===== src/rtl/controlador_ula_if.sv =====
// Bundle between the two requesters, the shared ALU datapath and controlador_ula.
// master: requester/datapath side; slave: the controller.
interface controlador_ula_if;
    logic       req0;
    logic       req1;
    logic [2:0] op0;
    logic [2:0] op1;
    logic [7:0] a0;
    logic [7:0] b0;
    logic [7:0] a1;
    logic [7:0] b1;
    logic       ack0;
    logic       ack1;
    logic [7:0] resultado;
    logic [2:0] flags;
    logic       origem;
    logic       ocupado;
    logic [2:0] alu_op;
    logic [7:0] alu_a;
    logic [7:0] alu_b;
    logic [7:0] alu_resultado;
    logic [2:0] alu_flags;

    modport master (
        output req0, req1, op0, op1, a0, b0, a1, b1,
        output alu_resultado, alu_flags,
        input  ack0, ack1, resultado, flags, origem, ocupado,
        input  alu_op, alu_a, alu_b
    );

    modport slave (
        input  req0, req1, op0, op1, a0, b0, a1, b1,
        input  alu_resultado, alu_flags,
        output ack0, ack1, resultado, flags, origem, ocupado,
        output alu_op, alu_a, alu_b
    );
endinterface


===== src/rtl/controlador_ula.sv =====
// Round-robin sequencer sharing one 8-bit ALU + flag generator between two requesters.
// Ports: clk, reset (sync, active-high), bus (controlador_ula_if.slave).
module controlador_ula (
    input logic             clk,
    input logic             reset,
    controlador_ula_if.slave bus
);
    typedef enum logic [1:0] {
        OCIOSO  = 2'd0,
        EXECUTA = 2'd1,
        CAPTURA = 2'd2
    } estado_t;

    estado_t    estado_q, estado_d;
    logic       ultimo_q, ultimo_d;
    logic       idx_q, idx_d;
    logic [7:0] res_q, res_d;
    logic [2:0] flg_q, flg_d;
    logic       org_q, org_d;
    logic [2:0] op_q, op_d;
    logic [7:0] a_q, a_d;
    logic [7:0] b_q, b_d;
    logic       venc;

    // Requester 1 wins when alone, or on a tie when 0 was served last.
    assign venc = bus.req1 & (~bus.req0 | ~ultimo_q);

    always_comb begin
        estado_d = estado_q;
        ultimo_d = ultimo_q;
        idx_d    = idx_q;
        res_d    = res_q;
        flg_d    = flg_q;
        org_d    = org_q;
        op_d     = op_q;
        a_d      = a_q;
        b_d      = b_q;
        case (estado_q)
            OCIOSO: begin
                if (bus.req0 | bus.req1) begin
                    idx_d    = venc;
                    ultimo_d = venc;
                    op_d     = venc ? bus.op1 : bus.op0;
                    a_d      = venc ? bus.a1  : bus.a0;
                    b_d      = venc ? bus.b1  : bus.b0;
                    estado_d = EXECUTA;
                end
            end
            EXECUTA: begin
                res_d    = bus.alu_resultado;
                flg_d    = bus.alu_flags;
                org_d    = idx_q;
                estado_d = CAPTURA;
            end
            CAPTURA: estado_d = OCIOSO;
            default: estado_d = OCIOSO;
        endcase
    end

    always_ff @(posedge clk) begin
        if (reset) begin
            estado_q <= OCIOSO;
            ultimo_q <= 1'b1;
            idx_q    <= 1'b0;
            res_q    <= 8'h00;
            flg_q    <= 3'b000;
            org_q    <= 1'b0;
            op_q     <= 3'b000;
            a_q      <= 8'h00;
            b_q      <= 8'h00;
        end else begin
            estado_q <= estado_d;
            ultimo_q <= ultimo_d;
            idx_q    <= idx_d;
            res_q    <= res_d;
            flg_q    <= flg_d;
            org_q    <= org_d;
            op_q     <= op_d;
            a_q      <= a_d;
            b_q      <= b_d;
        end
    end

    // In CAPTURA origem already holds the granted index.
    assign bus.ack0      = (estado_q == CAPTURA) & ~org_q;
    assign bus.ack1      = (estado_q == CAPTURA) &  org_q;
    assign bus.ocupado   = (estado_q != OCIOSO);
    assign bus.resultado = res_q;
    assign bus.flags     = flg_q;
    assign bus.origem    = org_q;
    assign bus.alu_op    = op_q;
    assign bus.alu_a     = a_q;
    assign bus.alu_b     = b_q;
endmodule


===== src/flat_wrapper.sv =====
// flat-port wrapper written by rule: the top's interface ports become plain ports
module controlador_ula_flat 
  (clk, reset, bus_req0, bus_req1, bus_op0, bus_op1, bus_a0, bus_b0, bus_a1, bus_b1, bus_alu_resultado, bus_alu_flags, bus_ack0, bus_ack1, bus_resultado, bus_flags, bus_origem, bus_ocupado, bus_alu_op, bus_alu_a, bus_alu_b);
  controlador_ula_if bus_i ();
  input logic clk;
  input logic reset;
  input wire logic [$bits(bus_i.req0)-1:0] bus_req0;
  input wire logic [$bits(bus_i.req1)-1:0] bus_req1;
  input wire logic [$bits(bus_i.op0)-1:0] bus_op0;
  input wire logic [$bits(bus_i.op1)-1:0] bus_op1;
  input wire logic [$bits(bus_i.a0)-1:0] bus_a0;
  input wire logic [$bits(bus_i.b0)-1:0] bus_b0;
  input wire logic [$bits(bus_i.a1)-1:0] bus_a1;
  input wire logic [$bits(bus_i.b1)-1:0] bus_b1;
  input wire logic [$bits(bus_i.alu_resultado)-1:0] bus_alu_resultado;
  input wire logic [$bits(bus_i.alu_flags)-1:0] bus_alu_flags;
  output wire logic [$bits(bus_i.ack0)-1:0] bus_ack0;
  output wire logic [$bits(bus_i.ack1)-1:0] bus_ack1;
  output wire logic [$bits(bus_i.resultado)-1:0] bus_resultado;
  output wire logic [$bits(bus_i.flags)-1:0] bus_flags;
  output wire logic [$bits(bus_i.origem)-1:0] bus_origem;
  output wire logic [$bits(bus_i.ocupado)-1:0] bus_ocupado;
  output wire logic [$bits(bus_i.alu_op)-1:0] bus_alu_op;
  output wire logic [$bits(bus_i.alu_a)-1:0] bus_alu_a;
  output wire logic [$bits(bus_i.alu_b)-1:0] bus_alu_b;
  assign bus_i.req0 = bus_req0;
  assign bus_i.req1 = bus_req1;
  assign bus_i.op0 = bus_op0;
  assign bus_i.op1 = bus_op1;
  assign bus_i.a0 = bus_a0;
  assign bus_i.b0 = bus_b0;
  assign bus_i.a1 = bus_a1;
  assign bus_i.b1 = bus_b1;
  assign bus_i.alu_resultado = bus_alu_resultado;
  assign bus_i.alu_flags = bus_alu_flags;
  assign bus_ack0 = bus_i.ack0;
  assign bus_ack1 = bus_i.ack1;
  assign bus_resultado = bus_i.resultado;
  assign bus_flags = bus_i.flags;
  assign bus_origem = bus_i.origem;
  assign bus_ocupado = bus_i.ocupado;
  assign bus_alu_op = bus_i.alu_op;
  assign bus_alu_a = bus_i.alu_a;
  assign bus_alu_b = bus_i.alu_b;
  controlador_ula u_core (.clk(clk), .reset(reset), .bus(bus_i));
endmodule

===== config.mk =====
export PLATFORM = sky130hd
export DESIGN_NAME = controlador_ula_flat
export DESIGN_NICKNAME = d
export VERILOG_FILES = /design/src/rtl/controlador_ula_if.sv /design/src/rtl/controlador_ula.sv /design/src/flat_wrapper.sv
export SDC_FILE = /design/constraint.sdc
export NUM_CORES = 1
export LEC_CHECK = 0
export BUFFER_PORTS_ARGS = -buffer_cell sky130_fd_sc_hd__buf_2
export CAP_MARGIN = 5
export CORE_UTILIZATION = 40
export DETAILED_ROUTE_END_ITERATION = 10
export PLACE_DENSITY = 0.74
export SETUP_SLACK_MARGIN = 0.5
export SLEW_MARGIN = 40
export SYNTH_ARGS = -nofsm -noshare
export SYNTH_HDL_FRONTEND = slang
export SYNTH_SLANG_ARGS = --single-unit

===== constraint.sdc =====
create_clock -name clk -period 1.31 [get_ports clk]
set_input_delay 0.1965 -clock clk [delete_from_list [all_inputs] [get_ports clk]]
set_output_delay 0.1965 -clock clk [all_outputs]
set_load 0.01 [all_outputs]

# Word-level counts from Yosys, hierarchy flattened
# Cells that the tools add are included.
word_totals:
  register_bits: 35
  latch_bits: 0
  mem_bits_rw: 0
  rom_bits: 0
  inputBits: 53
  out_inout_bits: 34
  wordCells: 28
  n_memories: 0
op_classes:
  addsub: 0
  n_mul: 0
  div: 0
  n_lt_le_gt_ge: 0
  eq_ne: 3
  n_shift: 0
  n_mux: 5
  bitwise: 8
  reduce_logical: 3
ops:
  columns: ["cell", "n"]
  rows:
  - ["two-way mux 8 bit", 2]
  - ["case mux 2 bit (2 select lines)", 1]
  - ["AND 1 bit", 3]
  - ["two-way mux 3 bit", 1]
  - ["inverter 1 bit", 3]
  - ["== test 2 x 1 -> 1 bit, second input constant", 1]
  - ["== test 2 bit, second input constant", 1]
  - ["zero test 2 bit", 1]
  - ["two-way mux 2 bit", 1]
  - ["!= test 2 x 1 -> 1 bit, second input constant", 1]
  - ["bitwise OR 1 bit", 2]
  - ["AND reduction 2 bit", 1]
  - ["nonzero test 2 bit", 1]

# Depth between registers and ports, before layout
# Gate-level depths: netlist (run 1).
logic_depth:
  word_depth: 4
  mapped_depth: 5
  depth_no_buf: 4

# Worst setup path after synthesis (run 1)
# OpenSTA, ideal clock, no wires.
synth_path:
  path_kind: "reg-to-reg"
  from: "register u_core.estado_q[0]"
  to: "register u_core.a_q[0] (netlist: u_core.bus.alu_a[0])"
  setup_ns: 0.142
  arrival_ns: 1.004
  t_required_ns: 1.168
  path_slack_ns: 0.164
  stages_incl_launch_ff: 6
  path_buffers: 1
  synth_period_minus_slack_ns: 1.146
  cell_sequence: "dfxtp_1 nor2_2 inv_2 nor2_4 buf_6 a311oi_2"
synth_via:
  elab_chain_len: 2
synth_lines:
  columns: ["item", "line_no", "text"]
  rows:
  - ["start: declaration", "controlador_ula.sv:14", "estado_t estado_q, estado_d;"]
  - ["start signal: assignment", "controlador_ula.sv:72", "estado_q <= estado_d;"]
  - ["zero test 2 bit", "controlador_ula.sv:38", "case (estado_q)"]
  - ["AND reduction 2 bit (no line)", null, null]
  - ["end signal: assignment", "controlador_ula.sv:69", "a_q <= 8'h00;"]
  - ["end signal: assignment", "controlador_ula.sv:79", "a_q <= a_d;"]
  - ["end: declaration", "controlador_ula.sv:21", "logic [7:0] a_q, a_d;"]
# No other way between the ends.
# A chain may end at the register's enable or synchronous reset.

# Worst setup path after layout (run 1)
layout_path:
  from: "register u_core.estado_q[0]"
  to: "output bus_ack1"
layout_via:
  elab_chain_len: 2
layout_lines:
  columns: ["item", "line_no", "text"]
  rows:
  - ["== test 2 bit", "controlador_ula.sv:86", "assign bus.ack1 = (estado_q == CAPTURA) & org_q;"]
  - ["AND 1 bit", "controlador_ula.sv:86", null]
  - ["end: declaration", "flat_wrapper.sv:18", "output wire logic [$bits(bus_i.ack1)-1:0] bus_ack1;"]
# No other way between the ends.

==> flow_summary.json, run 1 <==
{
  "outcome": "finished, final reports clean",
  "dp_hpwl_mm": 2.61,
  "wirelength_mm": 4.60,
  "drc": 0,
  "multi_input_area_um2": 822,
  "met1_length_mm": 1.92,
  "fin_ws_ps": 122,
  "grt_max_degree": 22,
  "syn2layout_area_growth_pct": 70.7,
  "cts_tree": "built",
  "hold_buffers": 0,
  "place_congestion": 0.717,
  "seqCellArea_um2": 751,
  "synthXorXnorAreaFrac_pct": 0,
  "root_buffer": "clkbuf_8",
  "final_nets": 334,
  "power_density_mw_per_mm2": 1110,
  "synth-simple-area-share_pct": 20.2,
  "via_per_inst": 5.03,
  "cts_buffer_depth": 2,
  "path_max_fanout": 4,
  "io_buffer_count": 86,
  "drt_iter0_drc": 44,
  "startpoint_type": "flop",
  "maxCapViolations": 0,
  "layout-drive-gt1-share_pct": 62.9,
  "rsz0062_at_grt": "yes",
  "ios": 87,
  "fillCellCount": 310,
  "power_leakage_nw": 1.17,
  "fmax_ghz": 0.842,
  "critPathArrivalTime_ps": 990,
  "start_util_pct": 42.0,
  "syn-mean-instance-area_um2": 8.61,
  "vdd_drop_max_v": 0.000720,
  "met3_length_um": 246,
  "numCtsBuffers": 5,
  "wl_met2_mm": 2.36,
  "ys_seq_area_share_pct": 45.2,
  "final-setup-viol-count": 0,
  "antenna_found_initial": 0,
  "clk_pin_slew_ps": 60,
  "drv_slew": 0,
  "hold_class": "in -> reg",
  "grt_overflow": 0,
  "synth_fp_nets": 233,
  "synth_seq_cells": 35,
  "synth_cell_types": 24,
  "worstPathRequired_ps": 1110,
  "ant_nets": 0,
  "worst_setup_path_end_kind": "output pin",
  "tightest_slew_ps": 495,
  "synth-compound-area-share_pct": 27.1,
  "yosysWarnings": 0,
  "routed.top_layer": "met4",
  "synth_cells": 180,
  "finalCritPeriodShare_pct": 90.7,
  "grt_pass1_wl_mm": 7.16,
  "path_class": "reg -> out",
  "synthesis.area_mm2": 0.00155,
  "total_power_mw": 2.92,
  "rrSetupSlack_ps": 140,
  "place_ws_ps": -30.9,
  "synth_top_family_by_area": "compound AO/OA/AOI/OAI gates",
  "antenna_cells": 0,
  "rows": 22,
  "final_common_cell": "nand2_1",
  "post_drt_wl_per_cell_um": 14.0,
  "h-tree-depth": 2,
  "synth.area.mux_share_pct": 0,
  "grt_use_total_pct": 23.0,
  "coreArea_mm2": 0.00369,
  "clk_latency_ps": 290,
  "fin_util_pct": 71.7,
  "dieWidth_um": 64.2,
  "first_pass_iters": 4,
  "holdWs_ps": 132,
  "cts_sinks": 35,
  "die_y_um": 64.2,
  "grt_pass1_vias": 1527,
  "synthAdderAreaFrac_pct": 0,
  "fin_skew_ps": 4.97,
  "min_period_ps": 1190,
  "fin_setup_tns_ps": 0,
  "final_cell_mix": "nand2_1 (62), buf_2 (55), buf_6 (41)",
  "max_slew_margin_pct": 67.0,
  "hold_violations": 0,
  "die_area_mm2": 0.00413,
  "vias": 1650
}
==> synth_stat cells, drive strengths merged <==
cell type	n	area share (%)
a21oi	32	10
or2	1	0.40
and3b	1	0.57
o21ai	2	0.65
nand3	1	0.32
nor3b	1	0.48
a21boi	1	0.73
nand3b	1	0.48
a311oi	19	15
clkbuf	3	0.73
nor3	1	0.32
a21bo	1	0.65
nand2b	1	0.40
nand2	62	15
dfxtp	35	45
nor2	4	1.8
inv	1	0.24
nor2b	1	0.40
buf	12	6.5
==> path summary, 6_finish.rpt <==
kind,depth (start not counted),start,endpoint
worst max-delay path,2,u_core.estado_q[0]$_SDFFE_PP0P_,bus_ack1
worst min-delay path,3,bus_alu_resultado[5],u_core.bus.resultado[5]$_SDFFE_PP0N_
worst max register to register,5,u_core.estado_q[0]$_SDFFE_PP0P_,u_core.bus.alu_b[7]$_SDFFE_PP0P_
worst min register to register,2,u_core.bus.resultado[6]$_SDFFE_PP0N_,u_core.bus.resultado[6]$_SDFFE_PP0N_
==> through the flow <==
stage / area [um^2] / instances
after floorplan: 1580 / 180
after global placement: 2010 / 305
after detailed placement: 2010 / 305
after CTS: 2520 / 321
after global routing: 2640 / 328
final: 2640 / 328
==> final cells by class <==
type | instances | area share [%]
multi-input combinational | 130 | 31.1
inverter | 1 | 0.237
timing repair buffer | 108 | 35.3
tap | 48 | 2.27
clock buffer | 6 | 2.74
sequential | 35 | 28.4
==> state kept, by name (all words and copies together), names as in the netlist <==
| signal | count |
|---|---|
| u_core.estado_q | 2 |
| u_core.bus.resultado | 8 |
| u_core.bus.alu_a | 8 |
| u_core.bus.flags | 3 |
| u_core.bus.alu_b | 8 |
| u_core.ultimo_q | 1 |
| u_core.bus.alu_op | 3 |
| u_core.idx_q | 1 |
| u_core.bus.origem | 1 |
==> report_power, final <==
part           switching (mW)  internal (mW)  leakage (nW)
combinational           0.408          0.532         0.827
clock                   0.366          0.354        0.0371
sequential             0.0773           1.18         0.301
==> cell families (layout without fill, tap and decap cells) <==
kind of cell	Yosys count	after routing
buffers and inverters	16	115
AND/OR/NAND/NOR	74	75
AO/OA/AOI/OAI	55	55
flip-flops	35	35
==> repair_timing <==
action,CTS,global route
endpoints found under the setup margin,68,69
endpoints found under the hold margin,0,0
setup buffers,6,5
pin swaps,4,19
gates cloned,4,2
gates resized for setup,89,13
==> critical path, cell delays in order, from the launching register on <==
cell     delay, ps
dfxtp_4        360
and3b_1        210
buf_2          130
==> metal layers <==
layer / track usage [%] / up-vias
met4: 10.0 / 0
met2: 40.4 / 59
met1: 26.7 / 749
li1: - / 835
met3: 4.82 / 7
met5: 0 / -
Note: power is estimated with default switching activity, not from simulation.
==> run 2: changes to the inputs <==
--- a/config.mk
+++ b/config.mk
@@ -10,6 +10,7 @@
 export CORE_UTILIZATION = 40
 export DETAILED_ROUTE_END_ITERATION = 10
 export PLACE_DENSITY = 0.74
+export REMOVE_ABC_BUFFERS = 1
 export SETUP_SLACK_MARGIN = 0.5
 export SLEW_MARGIN = 40
 export SYNTH_ARGS = -nofsm -noshare
==> flow_summary.json, run 2 (synthesis gave the netlist of run 1 again) <==
{
  "vdd_drop_max_v": 0.000525,
  "h-tree-depth": 2,
  "antenna_found_initial": 0,
  "finalNonFillerCells": 319,
  "crit_buf_inv": 2,
  "worstPathRequired_ps": 1110,
  "final_common_cell": "nand2_1",
  "layout-drive-gt1-share_pct": 57.2,
  "start_util_pct": 42.0,
  "cts_tree": "built",
  "die_area_mm2": 0.00413,
  "drc": 0,
  "maxCapViolations": 0,
  "power_density_mw_per_mm2": 1150,
  "syn2layout_area_growth_pct": 54.7,
  "reg2reg_to": "u_core.bus.alu_op[1]$_SDFFE_PP0P_",
  "worst_setup_path_end_kind": "output pin",
  "final_cell_mix": "nand2_1 (62), buf_2 (54), buf_6 (34)",
  "coreArea_mm2": 0.00369,
  "hold_violations": 0,
  "path_class": "reg -> out",
  "p_int_mw": 1.96,
  "cpPeakStageDelay_ps": 360,
  "crit_chain": "nor2_4, inv_4, buf_6",
  "fmax_ghz": 0.840,
  "ant_nets": 0,
  "dp_hpwl_mm": 2.75,
  "ios": 87,
  "io_buffer_count": 86,
  "via_per_inst": 5.03,
  "min_period_ps": 1190,
  "grt_use_total_pct": 21.0,
  "max_slew_margin_pct": 73.6,
  "path_max_fanout": 5,
  "hold_class": "in -> reg",
  "min_from": "bus_alu_resultado[6]",
  "critPathArrivalTime_ps": 990,
  "pwr-share-seq_pct": 45.8,
  "vias": 1604,
  "die_y_um": 64.2,
  "rows": 22,
  "power_switching_mw": 0.800,
  "finalCritPeriodShare_pct": 90.8,
  "outcome": "finished, final reports clean",
  "first_pass_iters": 4,
  "fin_util_pct": 65.0,
  "tightest_slew_ps": 396,
  "cts_sinks": 35,
  "critPathTopFamily": "flip-flops",
  "r2r_start": "u_core.estado_q[1]$_SDFFE_PP0P_",
  "power_leakage_nw": 1.06,
  "grt_pass1_vias": 1477,
  "dieWidth_um": 64.2,
  "startpoint_type": "flop",
  "grt_pass1_wl_mm": 6.55,
  "numCtsBuffers": 5,
  "fin_skew_ps": 4.23,
  "dp.cells": 308,
  "root_buffer": "clkbuf_8",
  "clk_latency_ps": 290,
  "whs_path_depth": 3,
  "clk_pin_slew_ps": 60,
  "drt_iter0_drc": 54,
  "rsz0062_at_grt": "yes",
  "post_drt_wl_per_cell_um": 13.0,
  "grt_max_degree": 23,
  "place_congestion": 0.809,
  "clkPwrFrac_pct": 27.0,
  "hold_end": "u_core.bus.resultado[6]$_SDFFE_PP0N_",
  "grt_overflow": 0,
  "cp_slowest_cell": "dfxtp_4",
  "swShare_pct": 29.0,
  "fin_setup_tns_ps": 0,
  "drv_slew": 0,
  "power.share.combinational_pct": 27.3,
  "cts_buffer_depth": 2,
  "rrSetupSlack_ps": 180,
  "antenna_cells": 0,
  "final-setup-viol-count": 0,
  "final_nets": 323,
  "wirelength_mm": 4.15,
  "reg2regPathDepth": 4
}
-- run 2: cell types whose count changed in the layout (fill, tap and decap cells not counted), sizes merged --
cell,change
buf,-8
clkbuf,-1
clkinv,+1
nand2b,-1
-- run 2: layout make-up --
cell class                 count  area (um^2)
tap                           48         60.1
fill                         320         1290
clock buffer                   7         76.3
timing repair buffer          98          753
multi-input combinational    129          746
sequential                    35          749
inverter                       1         6.26
clock inverter                 1         5.00
-- run 2: power by group through the flow --
| stage | combinational (mW) | clock (mW) | sequential, mW |
|---|---|---|---|
| 2_1_floorplan | 0.277 | 0 | 1.28 |
| 3_3_place_gp | 0.613 | 0 | 1.24 |
| 3_5_place_dp | 0.622 | 0 | 1.24 |
| 4_1_cts | 0.746 | 0.762 | 1.26 |
| 5_1_grt | 0.817 | 0.824 | 1.28 |
| 6_report | 0.753 | 0.744 | 1.26 |
-- run 2: worst max-delay path by stage --
stage / start / end / slack (ps) / depth (start not counted)
finish: u_core.estado_q[1]$_SDFFE_PP0P_ / bus_ocupado / 120 / 3
global route: u_core.estado_q[1]$_SDFFE_PP0P_ / bus_ack0 / 70 / 2
CTS: u_core.estado_q[1]$_SDFFE_PP0P_ / bus_ocupado / 120 / 3
detailed placement: bus_req0 / u_core.bus.alu_a[2]$_SDFFE_PP0P_ / 80 / 4
global placement: bus_req0 / u_core.bus.alu_a[2]$_SDFFE_PP0P_ / 110 / 4
floorplan: u_core.estado_q[0]$_SDFFE_PP0P_ / u_core.bus.alu_a[0]$_SDFFE_PP0P_ / -340 / 4
-- run 2: timing repair --
| action | 4_1_cts | 5_1_grt |
|---|---|---|
| pin swaps | 2 | 0 |
| setup buffers | 2 | 1 |
| cloned | 0 | 0 |
| resized for setup | 72 | 3 |
| endpoints found under the setup margin | 69 | 69 |
| hold buffers | 0 | 0 |
-- run 2: stage by stage --
| stage | setup slack (ps) | cell area (um^2) | hold WS [ps] | total power [mW] |
|---|---|---|---|---|
| finish | 120 | 2400 | 140 | 2.76 |
| global route | 72.2 | 2400 | 130 | 2.92 |
| CTS | 122 | 2380 | 131 | 2.77 |
| detailed placement | 81.6 | 2020 | 443 | 1.87 |
| global placement | 106 | 2020 | 438 | 1.86 |
| floorplan | -336 | 1440 | 264 | 1.56 |
-- run 2: metal layers --
metal | vias to the layer above | share of wire, % | global-route usage [%]
li1 | 807 | - | -
met1 | 717 | 41 | 23.2
met2 | 75 | 49 | 36.7
met3 | 5 | 8.6 | 8.39
met4 | 0 | 1.2 | 6.67
met5 | - | 0 | 0
-- run 2: worst register-to-register path: cells and delay by family (launching register included) --
kind | cells | cell delay [ps]
flip-flops | 1 | 360
AO/OA/AOI/OAI | 2 | 330
buffers and inverters | 1 | 200
AND/OR/NAND/NOR | 1 | 160
==> run 3: changes to the inputs <==
--- a/config.mk
+++ b/config.mk
@@ -5,11 +5,13 @@
 export SDC_FILE = /design/constraint.sdc
 export NUM_CORES = 1
 export LEC_CHECK = 0
+export ABC_AREA = 1
 export BUFFER_PORTS_ARGS = -buffer_cell sky130_fd_sc_hd__buf_2
 export CAP_MARGIN = 5
+export CORE_MARGIN = 4
 export CORE_UTILIZATION = 40
 export DETAILED_ROUTE_END_ITERATION = 10
-export PLACE_DENSITY = 0.74
+export PLACE_DENSITY = 0.71
 export REMOVE_ABC_BUFFERS = 1
 export SETUP_SLACK_MARGIN = 0.5
 export SLEW_MARGIN = 40
==> flow_summary.json, run 3 <==
{
  "startpoint_type": "flop",
  "synth-edff-count": 0,
  "grt_overflow": 0,
  "wirelength_mm": 4.82,
  "dieWidth_um": 74.3,
  "drc": 0,
  "synth_cells": 264,
  "rows": 23,
  "path_class": "reg -> reg",
  "hold_violations": 0,
  "tightest_slew_ps": 253,
  "final-setup-viol-count": 0,
  "clk_latency_ps": 280,
  "finalCritPeriodShare_pct": 88.1,
  "pwr-share-seq_pct": 43.6,
  "synth_commonest_cells": "nor2_1 (66), nand2_1 (63), dfxtp_1 (35)",
  "grt_use_total_pct": 16.4,
  "h-tree-depth": 2,
  "met1_length_mm": 2.00,
  "drv_slew": 0,
  "syn2layout_area_growth_pct": 54.1,
  "yosysMostFrequentCell": "nor2_1",
  "yosysWarnings": 0,
  "synthFlopType": "dfxtp_1",
  "power_switching_mw": 0.901,
  "grt_pass1_vias": 1594,
  "final_common_cell": "nor2_1",
  "via_per_inst": 4.52,
  "power_leakage_nw": 1.38,
  "drt_iter0_drc": 88,
  "ios": 87,
  "synth_seq_cells": 35,
  "place_congestion": 0.729,
  "vias": 1855,
  "first_pass_iters": 4,
  "worstPathRequired_ps": 1480,
  "power_density_mw_per_mm2": 1090,
  "grt_max_degree": 33,
  "dp.cells": 391,
  "synthesis.area_mm2": 0.00176,
  "antenna_cells": 0,
  "min_period_ps": 1150,
  "root_buffer": "clkbuf_8",
  "ys_seq_area_share_pct": 39.8,
  "final_cell_mix": "nor2_1 (63), nand2_1 (62), buf_2 (54)",
  "start_util_pct": 42.7,
  "clkPwrFrac_pct": 24.8,
  "post_drt_wl_per_cell_um": 11.7,
  "cts_buffer_depth": 2,
  "cts_sinks": 35,
  "reg2regPathDepth": 7,
  "wl_met2_mm": 2.46,
  "fin_skew_ps": 7.60,
  "syn-mean-instance-area_um2": 6.66,
  "fin_setup_tns_ps": 0,
  "vdd_drop_max_v": 0.000561,
  "whs_path_depth": 2,
  "swShare_pct": 30.4,
  "fmax_ghz": 0.867,
  "antenna_found_initial": 0,
  "critPathArrivalTime_ps": 1320,
  "max_slew_margin_pct": 83.1,
  "met3_length_um": 302,
  "cts_tree": "built",
  "die_area_mm2": 0.00552,
  "worst_setup_path_end_kind": "flop",
  "grt_pass1_wl_mm": 7.02,
  "final_nets": 412,
  "dp_hpwl_mm": 3.22,
  "total_power_mw": 2.96,
  "io_buffer_count": 86,
  "rsz0062_at_grt": "yes",
  "synth_top_area_share_pct": 39.8,
  "path_max_fanout": 20,
  "layout-drive-gt1-share_pct": 46.9,
  "hold_class": "in -> reg",
  "ant_nets": 0,
  "synthTopCellsByArea": "dfxtp_1 (40%), nor2_1 (14%), nand2_1 (13%)",
  "finalNonFillerCells": 410,
  "clk_pin_slew_ps": 70,
  "die_y_um": 74.3,
  "power.share.combinational_pct": 31.7,
  "routed.top_layer": "met4",
  "yosysTopAreaCell": "dfxtp_1",
  "coreArea_mm2": 0.00412,
  "maxCapViolations": 0,
  "outcome": "finished, final reports clean",
  "numCtsBuffers": 5,
  "synth_cell_types": 20,
  "async_reset_ff_share_pct": 0,
  "p_int_mw": 2.06
}
==> run 3: cell count changes after synthesis, moves of 9 or more <==
cell      previous run  this run
a311oi_1             9         0
nand3_1              1        20
nor2_1               1        66
o21ai_0              2        12
inv_1                0        23
a311oi_2            10         0
a21boi_0             0        15
a21oi_1             32         2
==> run 3: layer usage <==
layer	track usage (%)	vias to the layer above
met5	0	-
met4	6.52	0
met3	3.65	4
met2	27.5	52
met1	20.5	798
li1	-	1001
==> run 3: repair_timing <==
action / CTS / global route
hold buffers: 0 / 0
setup buffers: 4 / 5
setup endpoints to repair: 69 / 69
cloned: 0 / 2
pin swaps: 0 / 15
gates resized for setup: 69 / 41
==> run 3: path summary, 6_finish.rpt <==
kind	startpoint	endpoint	slack [ps]
hold / removal	reset	u_core.estado_q[1]$_SDFFE_PP0P_	100
setup / recovery	u_core.estado_q[1]$_SDFFE_PP0P_	u_core.bus.alu_b[7]$_SDFFE_PP0P_	160
setup reg to reg	u_core.estado_q[1]$_SDFFE_PP0P_	u_core.bus.alu_b[7]$_SDFFE_PP0P_	160
hold reg to reg	u_core.idx_q$_SDFFE_PP0P_	u_core.idx_q$_SDFFE_PP0P_	480
==> run 3: area by class of cell <==
class                           instances  area (um^2)
Fill cell                             365         1410
Multi-Input combinational cell        188          912
Timing Repair Buffer                  104          806
Sequential cell                        35          747
Inverter                               25          101
Clock buffer                            7         76.3
Tap cell                               50         62.6
Clock inverter                          1         5.00
==> run 3: per-stage QoR <==
stage / util, % / hold slack, ps / worst slack (ps) / area, um^2
floorplan: - / 266 / 1.93 / 1630
global placement: 53.5 / 407 / 145 / 2200
detailed placement: 53.5 / 404 / 145 / 2200
CTS: 62.3 / 102 / 153 / 2560
global route: 65.9 / 94.4 / 91.2 / 2710
finish: 65.9 / 104 / 156 / 2710
==> run 3: kinds of logic after synthesis <==
logic type / Yosys count / synth area share [%]
DFF: 35 / 39.8
and+or+nand+nor: 154 / 34.9
AOI/OAI and AO/OA: 33 / 12.3
buffers and inverters: 42 / 12.9
==> run 3: worst max-delay path, stage by stage (launching register included) <==
cell and delay [ps]:
dfxtp_4 370, inv_4 60, nand2_2 70, nor2_2 150
buf_12 170, nand2_1 50, nor2_1 110, nor2_1 50
==> run 3: power by group through the flow <==
stage                     sequential, mW  combinational, mW  clock (mW)
after global placement              1.26              0.701           0
after global routing                1.30               1.04       0.807
after detailed placement            1.26              0.711           0
final                               1.29              0.938       0.734
after floorplan                     1.31              0.334           0
after CTS                           1.28              0.856       0.750
